### src/rtl/uart_rx_monitor.sv
// uart_rx_monitor: oversampling UART receiver feeding a first-word-fall-through
// byte FIFO with a valid/ready output handshake.
// Optional feature macro: UART_RX_PARITY_EN (8E1 framing with parity checking).
// Without it the receiver expects 8N1 framing and parity_err_o is tied low.
module uart_rx_monitor #(
    parameter int CLKS_PER_BIT = 434,
    parameter int FIFO_DEPTH   = 16
) (
    input  logic                          clk,
    input  logic                          rst,
    input  logic                          rx_i,
    output logic [7:0]                    data_o,
    output logic                          valid_o,
    input  logic                          ready_i,
    output logic                          frame_err_o,
    output logic                          parity_err_o,
    output logic                          overrun_o,
    output logic [$clog2(FIFO_DEPTH):0]   fifo_count_o
);

    localparam int AW = $clog2(FIFO_DEPTH);
    localparam int CW = AW + 1;

    // Start is confirmed half a bit after the falling edge, so every later
    // sample lands in the middle of its bit.
    localparam logic [15:0]   HALF_LOAD = 16'(CLKS_PER_BIT / 2 - 1);
    localparam logic [15:0]   FULL_LOAD = 16'(CLKS_PER_BIT - 1);
    localparam logic [CW-1:0] DEPTH_CNT = CW'(FIFO_DEPTH);

    typedef enum logic [2:0] {
        IDLE   = 3'd0,
        START  = 3'd1,
        DATA   = 3'd2,
        PARITY = 3'd3,
        STOP   = 3'd4,
        BREAK  = 3'd5
    } state_t;

    // ------------------------------------------------------------------
    // Receiver state
    // ------------------------------------------------------------------
    logic        rx_meta_q;
    logic        rx_s_q;

    state_t      state_q,   state_d;
    logic [15:0] cnt_q,     cnt_d;
    logic [2:0]  bit_idx_q, bit_idx_d;
    logic [7:0]  shift_q,   shift_d;
    logic        frame_err_q, frame_err_d;
    logic        push_req;

`ifdef UART_RX_PARITY_EN
    logic        par_bad_q,    par_bad_d;
    logic        parity_err_q, parity_err_d;
`endif

    // ------------------------------------------------------------------
    // FIFO state
    // ------------------------------------------------------------------
    logic [7:0]    mem [FIFO_DEPTH];
    logic [AW-1:0] wr_ptr_q, wr_ptr_d;
    logic [AW-1:0] rd_ptr_q, rd_ptr_d;
    logic [CW-1:0] count_q,  count_d;
    logic          overrun_q, overrun_d;
    logic          fifo_full;
    logic          do_push;
    logic          do_pop;

    // Two-flop synchronizer; resets to the idle (high) line level so reset
    // release never looks like a start edge.
    always_ff @(posedge clk) begin
        if (rst) begin
            rx_meta_q <= 1'b1;
            rx_s_q    <= 1'b1;
        end else begin
            rx_meta_q <= rx_i;
            rx_s_q    <= rx_meta_q;
        end
    end

    // Receiver FSM state register; reset aborts any frame in flight.
    always_ff @(posedge clk) begin
        if (rst) begin
            state_q     <= IDLE;
            cnt_q       <= '0;
            bit_idx_q   <= '0;
            shift_q     <= '0;
            frame_err_q <= 1'b0;
`ifdef UART_RX_PARITY_EN
            par_bad_q    <= 1'b0;
            parity_err_q <= 1'b0;
`endif
        end else begin
            state_q     <= state_d;
            cnt_q       <= cnt_d;
            bit_idx_q   <= bit_idx_d;
            shift_q     <= shift_d;
            frame_err_q <= frame_err_d;
`ifdef UART_RX_PARITY_EN
            par_bad_q    <= par_bad_d;
            parity_err_q <= parity_err_d;
`endif
        end
    end

    // Receiver FSM next state: count down to each mid-bit sample point,
    // then act on the synchronized line level.
    always_comb begin
        state_d     = state_q;
        cnt_d       = cnt_q;
        bit_idx_d   = bit_idx_q;
        shift_d     = shift_q;
        frame_err_d = 1'b0;
        push_req    = 1'b0;
`ifdef UART_RX_PARITY_EN
        par_bad_d    = par_bad_q;
        parity_err_d = 1'b0;
`endif
        case (state_q)
            IDLE: begin
                if (!rx_s_q) begin
                    cnt_d   = HALF_LOAD;
                    state_d = START;
                end
            end
            START: begin
                if (cnt_q != 16'd0) begin
                    cnt_d = cnt_q - 16'd1;
                end else if (rx_s_q) begin
                    // Line went back high before mid-start: treat as a glitch.
                    state_d = IDLE;
                end else begin
                    cnt_d     = FULL_LOAD;
                    bit_idx_d = 3'd0;
                    state_d   = DATA;
                end
            end
            DATA: begin
                if (cnt_q != 16'd0) begin
                    cnt_d = cnt_q - 16'd1;
                end else begin
                    shift_d   = {rx_s_q, shift_q[7:1]};
                    cnt_d     = FULL_LOAD;
                    bit_idx_d = bit_idx_q + 3'd1;
                    if (bit_idx_q == 3'd7) begin
`ifdef UART_RX_PARITY_EN
                        state_d = PARITY;
`else
                        state_d = STOP;
`endif
                    end
                end
            end
`ifdef UART_RX_PARITY_EN
            PARITY: begin
                if (cnt_q != 16'd0) begin
                    cnt_d = cnt_q - 16'd1;
                end else begin
                    // Even parity: data ones plus the parity bit must be even.
                    par_bad_d = (rx_s_q != (^shift_q));
                    cnt_d     = FULL_LOAD;
                    state_d   = STOP;
                end
            end
`endif
            STOP: begin
                if (cnt_q != 16'd0) begin
                    cnt_d = cnt_q - 16'd1;
                end else if (!rx_s_q) begin
                    // Low stop bit: framing error; wait out any break.
                    frame_err_d = 1'b1;
                    state_d     = BREAK;
                end else begin
`ifdef UART_RX_PARITY_EN
                    if (par_bad_q) begin
                        parity_err_d = 1'b1;
                    end else begin
                        push_req = 1'b1;
                    end
`else
                    push_req = 1'b1;
`endif
                    // Returning to IDLE mid-stop lets a back-to-back start
                    // edge half a bit later be caught.
                    state_d = IDLE;
                end
            end
            BREAK: begin
                if (rx_s_q) begin
                    state_d = IDLE;
                end
            end
            default: begin
                state_d = IDLE;
            end
        endcase
    end

    // FIFO control: push and pop honoured together even when full; a push
    // into a full FIFO with no pop is dropped and recorded as overrun.
    always_comb begin
        fifo_full = (count_q == DEPTH_CNT);
        do_pop    = (count_q != '0) && ready_i;
        do_push   = push_req && (!fifo_full || do_pop) && !rst;
        overrun_d = overrun_q || (push_req && fifo_full && !do_pop);
        wr_ptr_d  = do_push ? wr_ptr_q + AW'(1) : wr_ptr_q;
        rd_ptr_d  = do_pop  ? rd_ptr_q + AW'(1) : rd_ptr_q;
        count_d   = count_q + CW'(do_push) - CW'(do_pop);
    end

    // FIFO pointer/occupancy registers; overrun is sticky until reset.
    always_ff @(posedge clk) begin
        if (rst) begin
            wr_ptr_q  <= '0;
            rd_ptr_q  <= '0;
            count_q   <= '0;
            overrun_q <= 1'b0;
        end else begin
            wr_ptr_q  <= wr_ptr_d;
            rd_ptr_q  <= rd_ptr_d;
            count_q   <= count_d;
            overrun_q <= overrun_d;
        end
    end

    // FIFO storage; contents need no reset since occupancy gates visibility.
    always_ff @(posedge clk) begin
        if (do_push) begin
            mem[wr_ptr_q] <= shift_q;
        end
    end

    // Outputs: head byte shown only while valid so it reads zero when empty.
    always_comb begin
        valid_o      = (count_q != '0);
        data_o       = valid_o ? mem[rd_ptr_q] : 8'h00;
        fifo_count_o = count_q;
        overrun_o    = overrun_q;
        frame_err_o  = frame_err_q;
`ifdef UART_RX_PARITY_EN
        parity_err_o = parity_err_q;
`else
        parity_err_o = 1'b0;
`endif
    end

endmodule

### config.mk
export PLATFORM = sky130hd
export DESIGN_NAME = uart_rx_monitor
export DESIGN_NICKNAME = d
export VERILOG_FILES = /design/src/rtl/uart_rx_monitor.sv
export SDC_FILE = /design/constraint.sdc
export NUM_CORES = 1
export LEC_CHECK = 0
export BUFFER_PORTS_ARGS = -buffer_cell sky130_fd_sc_hd__buf_2
export CAP_MARGIN = 20
export CELL_PAD_IN_SITES_DETAIL_PLACEMENT = 1
export CELL_PAD_IN_SITES_GLOBAL_PLACEMENT = 2
export CORE_MARGIN = 4
export CORE_UTILIZATION = 45
export DETAILED_ROUTE_END_ITERATION = 12
export GPL_ROUTABILITY_DRIVEN = 0
export PLACE_DENSITY_LB_ADDON = 0.1
export SETUP_SLACK_MARGIN = 0.15
export SLEW_MARGIN = 5
export SYNTH_ARGS = -nofsm -noshare
export SYNTH_HDL_FRONTEND = slang
export SYNTH_SLANG_ARGS = --single-unit
### constraint.sdc
create_clock -name clk -period 7.1 [get_ports clk]
set_input_delay 2.13 -clock clk [delete_from_list [all_inputs] [get_ports clk]]
set_output_delay 2.13 -clock clk [all_outputs]
set_load 0.005 [all_outputs]
Yosys cells after proc, flatten, opt, wreduce, memory -nomap -nowiden
Memories as Yosys holds them, arrays and structs flattened. A register that Yosys moved wholly into a read port is not among the register bits.
Cells that the tools add are included.

word-level totals
  flip-flop bits (word level) = 47
  latch bits = 0
  memory bits (writable) = 128
  ROM bits = 0
  bits of input ports = 4
  word-level logic and storage cells = 83
  memories = 1

memory list
  name  depth  width  rd ports  clocked after memory_dff  wr ports  RTL line  source
  mem   16     8      1         1                         1         60        logic [7:0] mem [FIFO_DEPTH];

operators by class
  $add $sub $neg = 6
  multipliers = 0
  div/mod/pow operators = 0
  magnitude comparators = 0
  equal/unequal tests = 15
  shift-type cells = 0
  multiplexer cells = 28
  bitwise logic cells = 2
  reductions and logical operators = 20

operators by type and width
  cell                                                                   number
  16-bit two-way mux                                                     5
  16-bit one-hot mux with 4 select lines                                 1
  3-bit two-way mux                                                      10
  2-bit inequality test, second input constant                           8
  16-bit nonzero test                                                    1
  16-bit by 1-bit subtractor with 16-bit output, second input constant   1
  3-bit one-hot mux with 5 select lines                                  1
  3-bit equality test, second input constant                             3
  4-bit by 1-bit adder with 4-bit output, second input constant          2
  4-bit two-way mux                                                      2
  8-bit two-way mux                                                      1
  4-bit AND reduction                                                    2
  1-bit two-way mux                                                      6
  3-bit one-hot mux with 2 select lines                                  1
  6-bit AND reduction                                                    1
  5-bit by 1-bit adder with 5-bit output                                 1
  5-bit equality test, second input constant                             1
  1-bit logical AND                                                      5
  5-bit nonzero test                                                     1
  5-bit by 1-bit subtractor with 5-bit output                            1
  4-bit nonzero test                                                     1
  3-bit by 1-bit adder with 3-bit output, second input constant          1
  3-bit by 1-bit equality test with 1-bit output, second input constant  1
  3-bit by 2-bit equality test with 1-bit output, second input constant  1
  9 further kinds                                                        13

Logic depth before layout (Yosys ltp)
Gate-level depths: netlist of run 1.

  depth after elaboration = 7
  mapped depth = 16
  mapped depth without buffers = 16

Least setup slack after synthesis of run 1
No wires, ideal clock.

  path kind = input port to flip-flop
  from = input port ready_i
  to = register count_q[4] (netlist: fifo_count_o[4])
  arrival = 4164 ps
  data required time = 7030 ps
  path slack = 2865 ps
  stages = 13
  path buffers = 0
  cell sequence = and4b_1 > nor3_2 > nand2_1 > ha_1 > inv_1 > ha_1 > inv_1 > fa_1 > inv_1 > a21oi_1 > nor2_1 > or3_1 > a21oi_1

on the way
  longest elaborated chain between the ends = 6

ends and longest elaborated chain
  what                                           RTL line  source
  from (decl)                                    14        input logic ready_i,
  1-bit logical AND *                            203       do_pop = (count_q != '0) && ready_i;
  1-bit logical OR                               204       do_push = push_req && (!fifo_full || do_pop) && !rst;
  1-bit logical AND (2 in series)                204
  5-bit by 1-bit adder with 5-bit output         208       count_d = count_q + CW'(do_push) - CW'(do_pop);
  5-bit by 1-bit subtractor with 5-bit output *  208
  to (signal assigned)                           221       count_q <= count_d;
  to (decl)                                      63        logic [CW-1:0] count_q, count_d;

Mark *: on every way between the ends. The rest lies on a longest branch, timed or not.
A chain may end at the register's enable or synchronous reset.

==> results of run 1 <==
[routing by layer]
layer	vias up	wire, µm	track usage [%]
met2	57	8370	31.9
met3	4	414	3.54
met5	-	0	0
met4	0	117	6.60
met1	2190	6870	23.5
li1	1996	-	-
[flip-flops by register name, summed over array words and instances (netlist names), 3 cells and up, named ones only]
register and cells:
bit_idx_q 3, rd_ptr_q 4, mem 128, shift_q 8
wr_ptr_q 4, state_q 3, cnt_q 16, fifo_count_o 5
[kinds of logic (layout without fill, tap and decap cells)]
family,count (synthesis),after routing,share of synthesized area [%]
buffers and inverters,47,77,2.47
xor gates and xnor gates,10,10,1.17
adders and majority gates,17,17,2.90
muxes,42,42,12.3
other,1,1,0.0499
AOI/OAI and AO/OA,71,71,5.88
DFF,179,179,64.8
and+or+nand+nor,142,142,10.5
[final timing paths]
path	end	slack [ns]	from	cells after the start
max	data_o[3]	2.01	register	5
min	rx_s_q	0.42	rx_meta_q	1
max reg2reg	fifo_count_o[4]	3.32	cnt_q[0]	16
min reg2reg	rx_s_q	0.42	rx_meta_q	1
[synth_stat cells (8+ instances only)]
master    number  area, µm²
o21ai_0        9       45.0
inv_1         22       82.6
nor2_1        31        116
and2_1        20        125
nor3_1         9       45.0
clkbuf_1      16       60.1
nor4_1         8       50.1
edfxtp_1     128       3840
dfxtp_1       51       1020
mux4_2        40        901
a21oi_1       31        155
nand2_1       30        113
ha_1          15        188
[layout make-up]
class                           instances  share of cell area (%)
Tap cell                              216                    3.22
Multi-Input combinational cell        283                    29.3
Timing Repair Buffer                   22                    1.40
Sequential cell                       179                    58.0
Clock inverter                         15                    1.97
Inverter                               23                    1.03
Clock buffer                           17                    5.07
[where the power goes]
group | internal, µW | leakage [µW] | switching, µW
sequential | 1130 | 0.00160 | 48.1
combinational | 268 | 0.000905 | 255
clock | 549 | 0.000271 | 378
[through the flow]
| stage | instances | utilization (%) |
|---|---|---|
| floorplan | 509 | - |
| global placement | 723 | 48.4 |
| detailed placement | 723 | 48.4 |
| CTS | 755 | 52.1 |
| global route | 755 | 52.1 |
| finish | 755 | 52.1 |
==> impl_results.md, run 1 <==
- Layout cells sized above 1: 18.9%
- Core Area: 16100 µm²
- Worst path bufs/invs: 2
- Largest net degree at the start of global routing: 52
- Post-cts resize count: 0
- Antenna violations before repair: 0
- Via count: 4247
- Tot GR Track Use: 18.5%
- Slew HR: 36.4%
- Nets@finish: 546
- #FFs+latches synth: 179
- Hold Slack: 0.415 ns
- Global route total overflow: 0
- Library cells used by synthesis: 61
- I/O pin cnt: 21
- Dominant synthesized flop cell: edfxtp_1
- Worst path max stage delay: 0.66 ns
- Postcts setup bufs: 0
- Post-route minimum period: 5.09 ns
- First-pass detailed-route iteration total: 4
- CP Cell Sequence: buf_4, mux4_2, mux4_2, and2_1, buf_2
- Avg Synthesized Cell Area: 14.8 µm²
- Post-CTS Hold Fix Bufs: 0
- Final hold violation count: 0
- Final period util: 71.7%
- Die footprint: 18800 µm²
- Worst Path Max Fanout: 19
- Critical path's slowest cell: dfxtp_2
- Asr flop ratio synth: 0%
- Routed Antenna Nets: 0
- Maximum clock path buffer count: 2
- Most common cell on crit path: mux4_2
- # DRC: 0
- Layout area overhead: 11.7%
- Fin area: 8390 µm²
- Row cnt: 46
- DR vias/cell: 5.63
- Leakage power: 0.00278 µW
- CTS buffer count: 17
- RSZ-0062 raised after global routing: no
- Clk slew on worst S/H paths: 0.07 ns
- Cell Pwr Density: 313 nW/µm²
- Commonest non-fill, non-tap cells in the layout: 128 x edfxtp_1, 50 x dfxtp_1, 40 x mux4_2
- Worst-skew pair later-pin latency: 0.41 ns
- Max-slew violations: 0
- Detailed placement HPWL: 10700 µm
- DP Worst Slack: 2.19 ns
- Clock Tree Root: clkbuf_16
- Final setup vio count: 0
- Fmax: 197 MHz
- Synth warn: 0
- Total nets after synthesis: 529
- Area of the multi-input gates: 2460 µm²
- Arr. time, crit path: 2.96 ns
- Worst-margin pin slew: 0.955 ns
- Clk_skew: 0.00984 ns
- Commonest non-fill, non-tap cell in the layout: edfxtp_1
- Critical path data required time: 4.97 ns
- EDFF count, synth: 128
- CTS tree: yes
- Maximum VDD drop: 0.179 mV
- Setup TNS: 0 ns
- Port Buf Inserts: 19
- CP startpoint kind: register
- Path type of the worst setup path: register to output pin
- Filler cell count: 1561
- CP top delay family: multiplexers
- Die height: 137 µm
- Total wire length: 15800 µm
- Element type at the critical path end: output pin
- Power Total: 2630 µW
- Drt wl/cell: 20.9 µm
- Number of global-route vias before repair: 4577
- Min-Delay Path Class: register to register
- Antenna diode count: 0
- Cells after synthesis: 509
- Post-Syn Area: 7510 µm²
- Setup WS post-layout: 2.01 ns
- MaxCap Viol Count: 0
- Die Width: 137 µm
- Status: complete, no violations
- # clock sinks: 179
- Global-route wire length before repair: 25800 µm
- Initial Utilization: 46.6%
- Placed inst area: 7800 µm²
- FF+latch area: 4870 µm²
- Register area share after synthesis: 64.8%
- Initial DRC Count: 170
- H-tree depth: 4
Note: power is estimated with default switching activity, not from simulation.
==> run 2: changes to the inputs <==
--- a/config.mk
+++ b/config.mk
@@ -5,12 +5,13 @@
 export SDC_FILE = /design/constraint.sdc
 export NUM_CORES = 1
 export LEC_CHECK = 0
+export ABC_AREA = 1
 export BUFFER_PORTS_ARGS = -buffer_cell sky130_fd_sc_hd__buf_2
 export CAP_MARGIN = 20
 export CELL_PAD_IN_SITES_DETAIL_PLACEMENT = 1
 export CELL_PAD_IN_SITES_GLOBAL_PLACEMENT = 2
 export CORE_MARGIN = 4
-export CORE_UTILIZATION = 45
+export CORE_UTILIZATION = 41
 export DETAILED_ROUTE_END_ITERATION = 12
 export GPL_ROUTABILITY_DRIVEN = 0
 export PLACE_DENSITY_LB_ADDON = 0.1
==> constraint.sdc (replaced) <==
create_clock -name clk -period 4.7 [get_ports clk]
set_input_delay 1.41 -clock clk [delete_from_list [all_inputs] [get_ports clk]]
set_output_delay 1.41 -clock clk [all_outputs]
set_load 0.005 [all_outputs]
==> impl_results.md, run 2 <==
- Initial DRC Count: 346
- Slew HR: 32.6%
- Initial Utilization: 41.9%
- Final hold violation count: 0
- Filler cell count: 2101
- Maximum clock path buffer count: 2
- First-pass detailed-route iteration total: 5
- DP Worst Slack: 1.07 ns
- Dominant synthesized flop cell: edfxtp_1
- Largest family of logic cells by synthesized area: simple AND/OR/NAND/NOR gates
- Cells after synthesis: 783
- Worst Path Max Fanout: 32
- Layout area overhead: 10.7%
- Maximum VDD drop: 0.310 mV
- Worst flop-to-flop path startpoint: cnt_q[0]
- Most frequent cell after synthesis: edfxtp_1
- CTS buffer count: 17
- Core Area: 18800 µm²
- #FFs+latches synth: 179
- Tot GR Track Use: 19.1%
- Row cnt: 50
- Global-route wire length before repair: 31900 µm
- Worst path max stage delay: 0.72 ns
- Reg2Reg Depth: 15
- CP startpoint kind: register
- Register area share after synthesis: 61.9%
- Postcts setup bufs: 0
- Worst-margin pin slew: 1.01 ns
- DR vias/cell: 5.27
- Layout cells sized above 1: 12.9%
- Commonest cells in the netlist: 128 x edfxtp_1, 126 x nor2_1, 121 x nand2_1
- Post-route minimum period: 3.83 ns
- Path type of the worst setup path: register to output pin
- RSZ-0062 raised after global routing: no
- Largest cells by area after synthesis: edfxtp_1 49%, dfxtp_1 13%, nor2_1 6.0%
- EDFF count, synth: 128
- Die height: 146 µm
- Die footprint: 21500 µm²
- Post-Synth XOR/XNOR Area: 0.334%
- MaxCap Viol Count: 0
- Total nets after synthesis: 803
- Cell Pwr Density: 628 nW/µm²
- Post-Synth Adder-Cell Area: 2.64%
- Commonest non-fill, non-tap cells in the layout: 128 x edfxtp_1, 126 x nor2_1, 121 x nand2_1
- Setup TNS: 0 ns
- Routed Antenna Nets: 0
- Commonest non-fill, non-tap cell in the layout: edfxtp_1
- Leakage power: 0.00333 µW
- Via count: 5486
- # clock sinks: 179
- Biggest register: mem
- Compound-Gate Fraction of Synth Area: 10.2%
- Final setup vio count: 0
- I/O pin cnt: 21
- Clk slew on worst S/H paths: 0.06 ns
- Critical path's slowest cell: inv_1
- Antenna violations before repair: 0
- Largest net degree at the start of global routing: 65
- Setup WS post-layout: 0.870 ns
- Synth Area in Simple Gates: 20.1%
- Worst-skew pair later-pin latency: 0.43 ns
- Drt wl/cell: 18.7 µm
- Min-Delay Path Class: register to register
- Fmax: 261 MHz
- Synth warn: 0
- # DRC: 0
- Post-synthesis mux area share: 0%
- Final core utilization: 46.4%
- Post-cts resize count: 0
- Synth area leader: edfxtp_1
- Clk_skew: 0.0192 ns
- Critical path data required time: 3.29 ns
- Status: complete, no violations
- Detailed placement HPWL: 13100 µm
- H-tree depth: 4
- Arr. time, crit path: 2.42 ns
- CP Cell Sequence: inv_1, o21ai_0, o221ai_1, nand3_1, a21oi_1, buf_2
- Total wire length: 19500 µm
- Port Buf Inserts: 19
- Clock Tree Root: clkbuf_16
- Nets@finish: 815
- Post-CTS Hold Fix Bufs: 0
- Max-slew violations: 0
- Hold depth: 1
- Top cell type's share of synthesized area: 48.9%
- Final period util: 81.5%
- Global route total overflow: 0
- Element type at the critical path end: output pin
- Number of global-route vias before repair: 5725
- CTS tree: yes
- Post-Syn Area: 7860 µm²
- Critical hold path startpoint: rx_meta_q
- Avg Synthesized Cell Area: 10.0 µm²
- Library cells used by synthesis: 39
- Die Width: 146 µm
- FF-to-FF setup slack: 1.62 ns
- Largest registers: mem: 128 flops, cnt_q: 16 flops, shift_q: 8 flops
- Asr flop ratio synth: 0%
- Max reg flops: 128
- Antenna diode count: 0
-- run 2: cell count changes after synthesis, moves of 24 or more --
cell | before | now
inv_1 | 22 | 46
mux4_2 | 40 | 0
nand2_1 | 30 | 121
nand3_1 | 5 | 45
nor2_1 | 31 | 126
o21ai_0 | 9 | 61
-- run 2: worst max-delay path, delay by kind of cell (launching register included) --
kind	cells	cell delay, ns
AOI/OAI and AO/OA	3	0.69
and+or+nand+nor	1	0.12
DFF	1	0.31
buffers and inverters	2	0.86
-- run 2: metal layers --
layer  up-vias  GRT usage, %  wire length [µm]
met1      2708          25.4              9030
met5         -             0                 0
met3        13          3.23               523
met4         0          5.88               214
met2        65          32.1              9750
li1       2700             -                 -
-- run 2: logic make-up (layout without fill, tap and decap cells) --
group           after synthesis  after routing
simple gates                349            349
flops                       179            179
compound gates              145            145
buf+inv                      90            114
fa+ha+maj                    16             16
xor+xnor                      3              3
other cells                   1              1
-- run 2: final timing paths --
kind                endpoint
max                data_o[7]
min                   rx_s_q
max reg2reg  fifo_count_o[4]
min reg2reg           rx_s_q
-- run 2: metrics by stage --
| stage | cell area, µm² | instances | hold slack (ns) | total power (µW) |
|---|---|---|---|---|
| floorplan | 7860 | 783 | 0.389 | 3600 |
| global placement | 8140 | 1010 | 0.405 | 4090 |
| detailed placement | 8140 | 1010 | 0.398 | 4160 |
| CTS | 8700 | 1041 | 0.418 | 5540 |
| global route | 8700 | 1041 | 0.440 | 5900 |
| finish | 8700 | 1041 | 0.415 | 5470 |
-- run 2: cell type report --
| cell class | count | area (µm²) | share of cell area (%) |
|---|---|---|---|
| Sequential cell | 179 | 4870 | 55.9 |
| Multi-Input combinational cell | 514 | 2620 | 30.1 |
| Clock buffer | 17 | 425 | 4.89 |
| Tap cell | 234 | 293 | 3.36 |
| Inverter | 59 | 229 | 2.63 |
| Clock inverter | 14 | 139 | 1.60 |
| Timing Repair Buffer | 24 | 133 | 1.52 |
-- run 2: where the power goes --
part / internal, µW / total (µW) / leakage (µW) / switching, µW
sequential: 1880 / 2080 / 0.00164 / 203
clock: 776 / 1370 / 0.000263 / 594
combinational: 638 / 2020 / 0.00143 / 1380
==> run 3: changes to the inputs <==
--- a/config.mk
+++ b/config.mk
@@ -11,7 +11,7 @@
 export CELL_PAD_IN_SITES_DETAIL_PLACEMENT = 1
 export CELL_PAD_IN_SITES_GLOBAL_PLACEMENT = 2
 export CORE_MARGIN = 4
-export CORE_UTILIZATION = 41
+export CORE_UTILIZATION = 37
 export DETAILED_ROUTE_END_ITERATION = 12
 export GPL_ROUTABILITY_DRIVEN = 0
 export PLACE_DENSITY_LB_ADDON = 0.1
==> constraint.sdc (replaced) <==
create_clock -name clk -period 3.5 [get_ports clk]
set_input_delay 1.05 -clock clk [delete_from_list [all_inputs] [get_ports clk]]
set_output_delay 1.05 -clock clk [all_outputs]
set_load 0.005 [all_outputs]
==> impl_results.md, run 3 (same netlist as run 2, synthesis figures left out) <==
- Layout area overhead: 13.6%
- CTS tree: yes
- Filler cell count: 2412
- Arr. time, crit path: 2.14 ns
- Commonest non-fill, non-tap cells in the layout: 128 x edfxtp_1, 126 x nor2_1, 121 x nand2_1
- Clock Tree Root: clkbuf_16
- Power Total: 7390 µW
- Largest registers: mem: 128 flops, cnt_q: 16 flops, shift_q: 8 flops
- DP Worst Slack: 0.226 ns
- Maximum clock path buffer count: 2
- Worst Path Max Fanout: 34
- DR vias/cell: 5.11
- Layout cells sized above 1: 15.1%
- Worst-skew pair later-pin latency: 0.44 ns
- Critical path's slowest cell: dfxtp_2
- Via count: 5640
- Hold Slack: 0.419 ns
- Status: complete, no violations
- # DRC: 0
- Worst path max stage delay: 0.34 ns
- Die Width: 154 µm
- Antenna diode count: 0
- RSZ-0062 raised after global routing: no
- Path type of the worst setup path: register to output pin
- Global-route wire length before repair: 32000 µm
- Port Buf Inserts: 19
- Clk slew on worst S/H paths: 0.07 ns
- Critical path data required time: 2.45 ns
- Die footprint: 23600 µm²
- Row cnt: 53
- Die height: 154 µm
- Drt wl/cell: 18.0 µm
- Slew HR: 47.4%
- H-tree depth: 4
- Final period util: 91.1%
- Post-route minimum period: 3.19 ns
- Maximum VDD drop: 0.391 mV
- Global route total overflow: 0
- I/O pin cnt: 21
- Final hold violation count: 0
- Cell Pwr Density: 828 nW/µm²
- Post-CTS Hold Fix Bufs: 0
- Number of global-route vias before repair: 5864
- Clk_skew: 0.0131 ns
- Max reg flops: 128
- Area of the multi-input gates: 2620 µm²
- Core Area: 21000 µm²
- First-pass detailed-route iteration total: 4
- Detailed placement HPWL: 13500 µm
- Worst-margin pin slew: 0.789 ns
- Total wire length: 19900 µm
- MaxCap Viol Count: 0
- Leakage power: 0.00345 µW
- Largest net degree at the start of global routing: 65
- FF+latch area: 4870 µm²
- Tot GR Track Use: 17.3%
- Setup WS post-layout: 0.313 ns
- Element type at the critical path end: output pin
- CP Cell Sequence: clkinv_2, buf_12, o21ai_0, o211ai_1, nand3_1, a21oi_1, buf_2
- Nets@finish: 835
- Min-Delay Path Class: register to register
- Commonest non-fill, non-tap cell in the layout: edfxtp_1
- # clock sinks: 179
- Biggest register: mem
- Initial DRC Count: 248
- Antenna violations before repair: 0
- CTS buffer count: 17
- Setup TNS: 0 ns
- Fmax: 314 MHz
- CP startpoint kind: register
- Initial Utilization: 37.5%
- Routed Antenna Nets: 0
- Final setup vio count: 0
- Max-slew violations: 0
==> run 3: final timing paths <==
path         startpoint               to  slack (ns)  cells past startpoint
max reg2reg    cnt_q[0]  fifo_count_o[4]        0.62                     15
max            register        data_o[7]        0.31                      7
min reg2reg   rx_meta_q           rx_s_q        0.42                      1
min           rx_meta_q           rx_s_q        0.42                      1
==> run 3: per-layer routing <==
| metal | wire length [µm] | vias up | track usage (%) |
|---|---|---|---|
| met1 | 9200 | 2788 | 22.7 |
| met4 | 302 | 0 | 5.21 |
| met3 | 656 | 20 | 3.18 |
| met5 | 0 | - | 0 |
| li1 | - | 2744 | - |
| met2 | 9720 | 88 | 29.2 |
==> run 3: worst max-delay path, delay by kind of cell, from the launching register on <==
kind                   cells  cell delay (ns)
buffers and inverters      3             0.59
AO/OA/AOI/OAI              3             0.58
flip-flops                 1             0.34
AND/OR/NAND/NOR            1             0.19
==> run 3: layout make-up <==
type / count / area share [%]
clock buffers: 18 / 4.81
inverters: 59 / 2.58
well taps: 275 / 3.85
repair buffers: 44 / 3.49
multi-input cells: 514 / 29.3
clock inverters: 14 / 1.44
flip-flops and latches: 179 / 54.5
==> run 3: power by group <==
group	switching, µW	internal (µW)
Sequential	278	2520
Clock	828	987
Combinational	1870	905
==> run 3: through the flow <==
step	cell area, µm²	cells	utilization [%]
after floorplan	7860	783	-
after CTS	8920	1103	42.6
after global placement	8370	1071	39.9
final	8930	1103	42.6
after detailed placement	8370	1071	39.9
after global routing	8930	1103	42.6
==> run 3: timing repair <==
action | CTS | global route
setup endpoints to repair | 0 | 3
gates resized for setup | 0 | 2
endpoints found under the hold margin | 0 | 0
setup buffers | 0 | 0
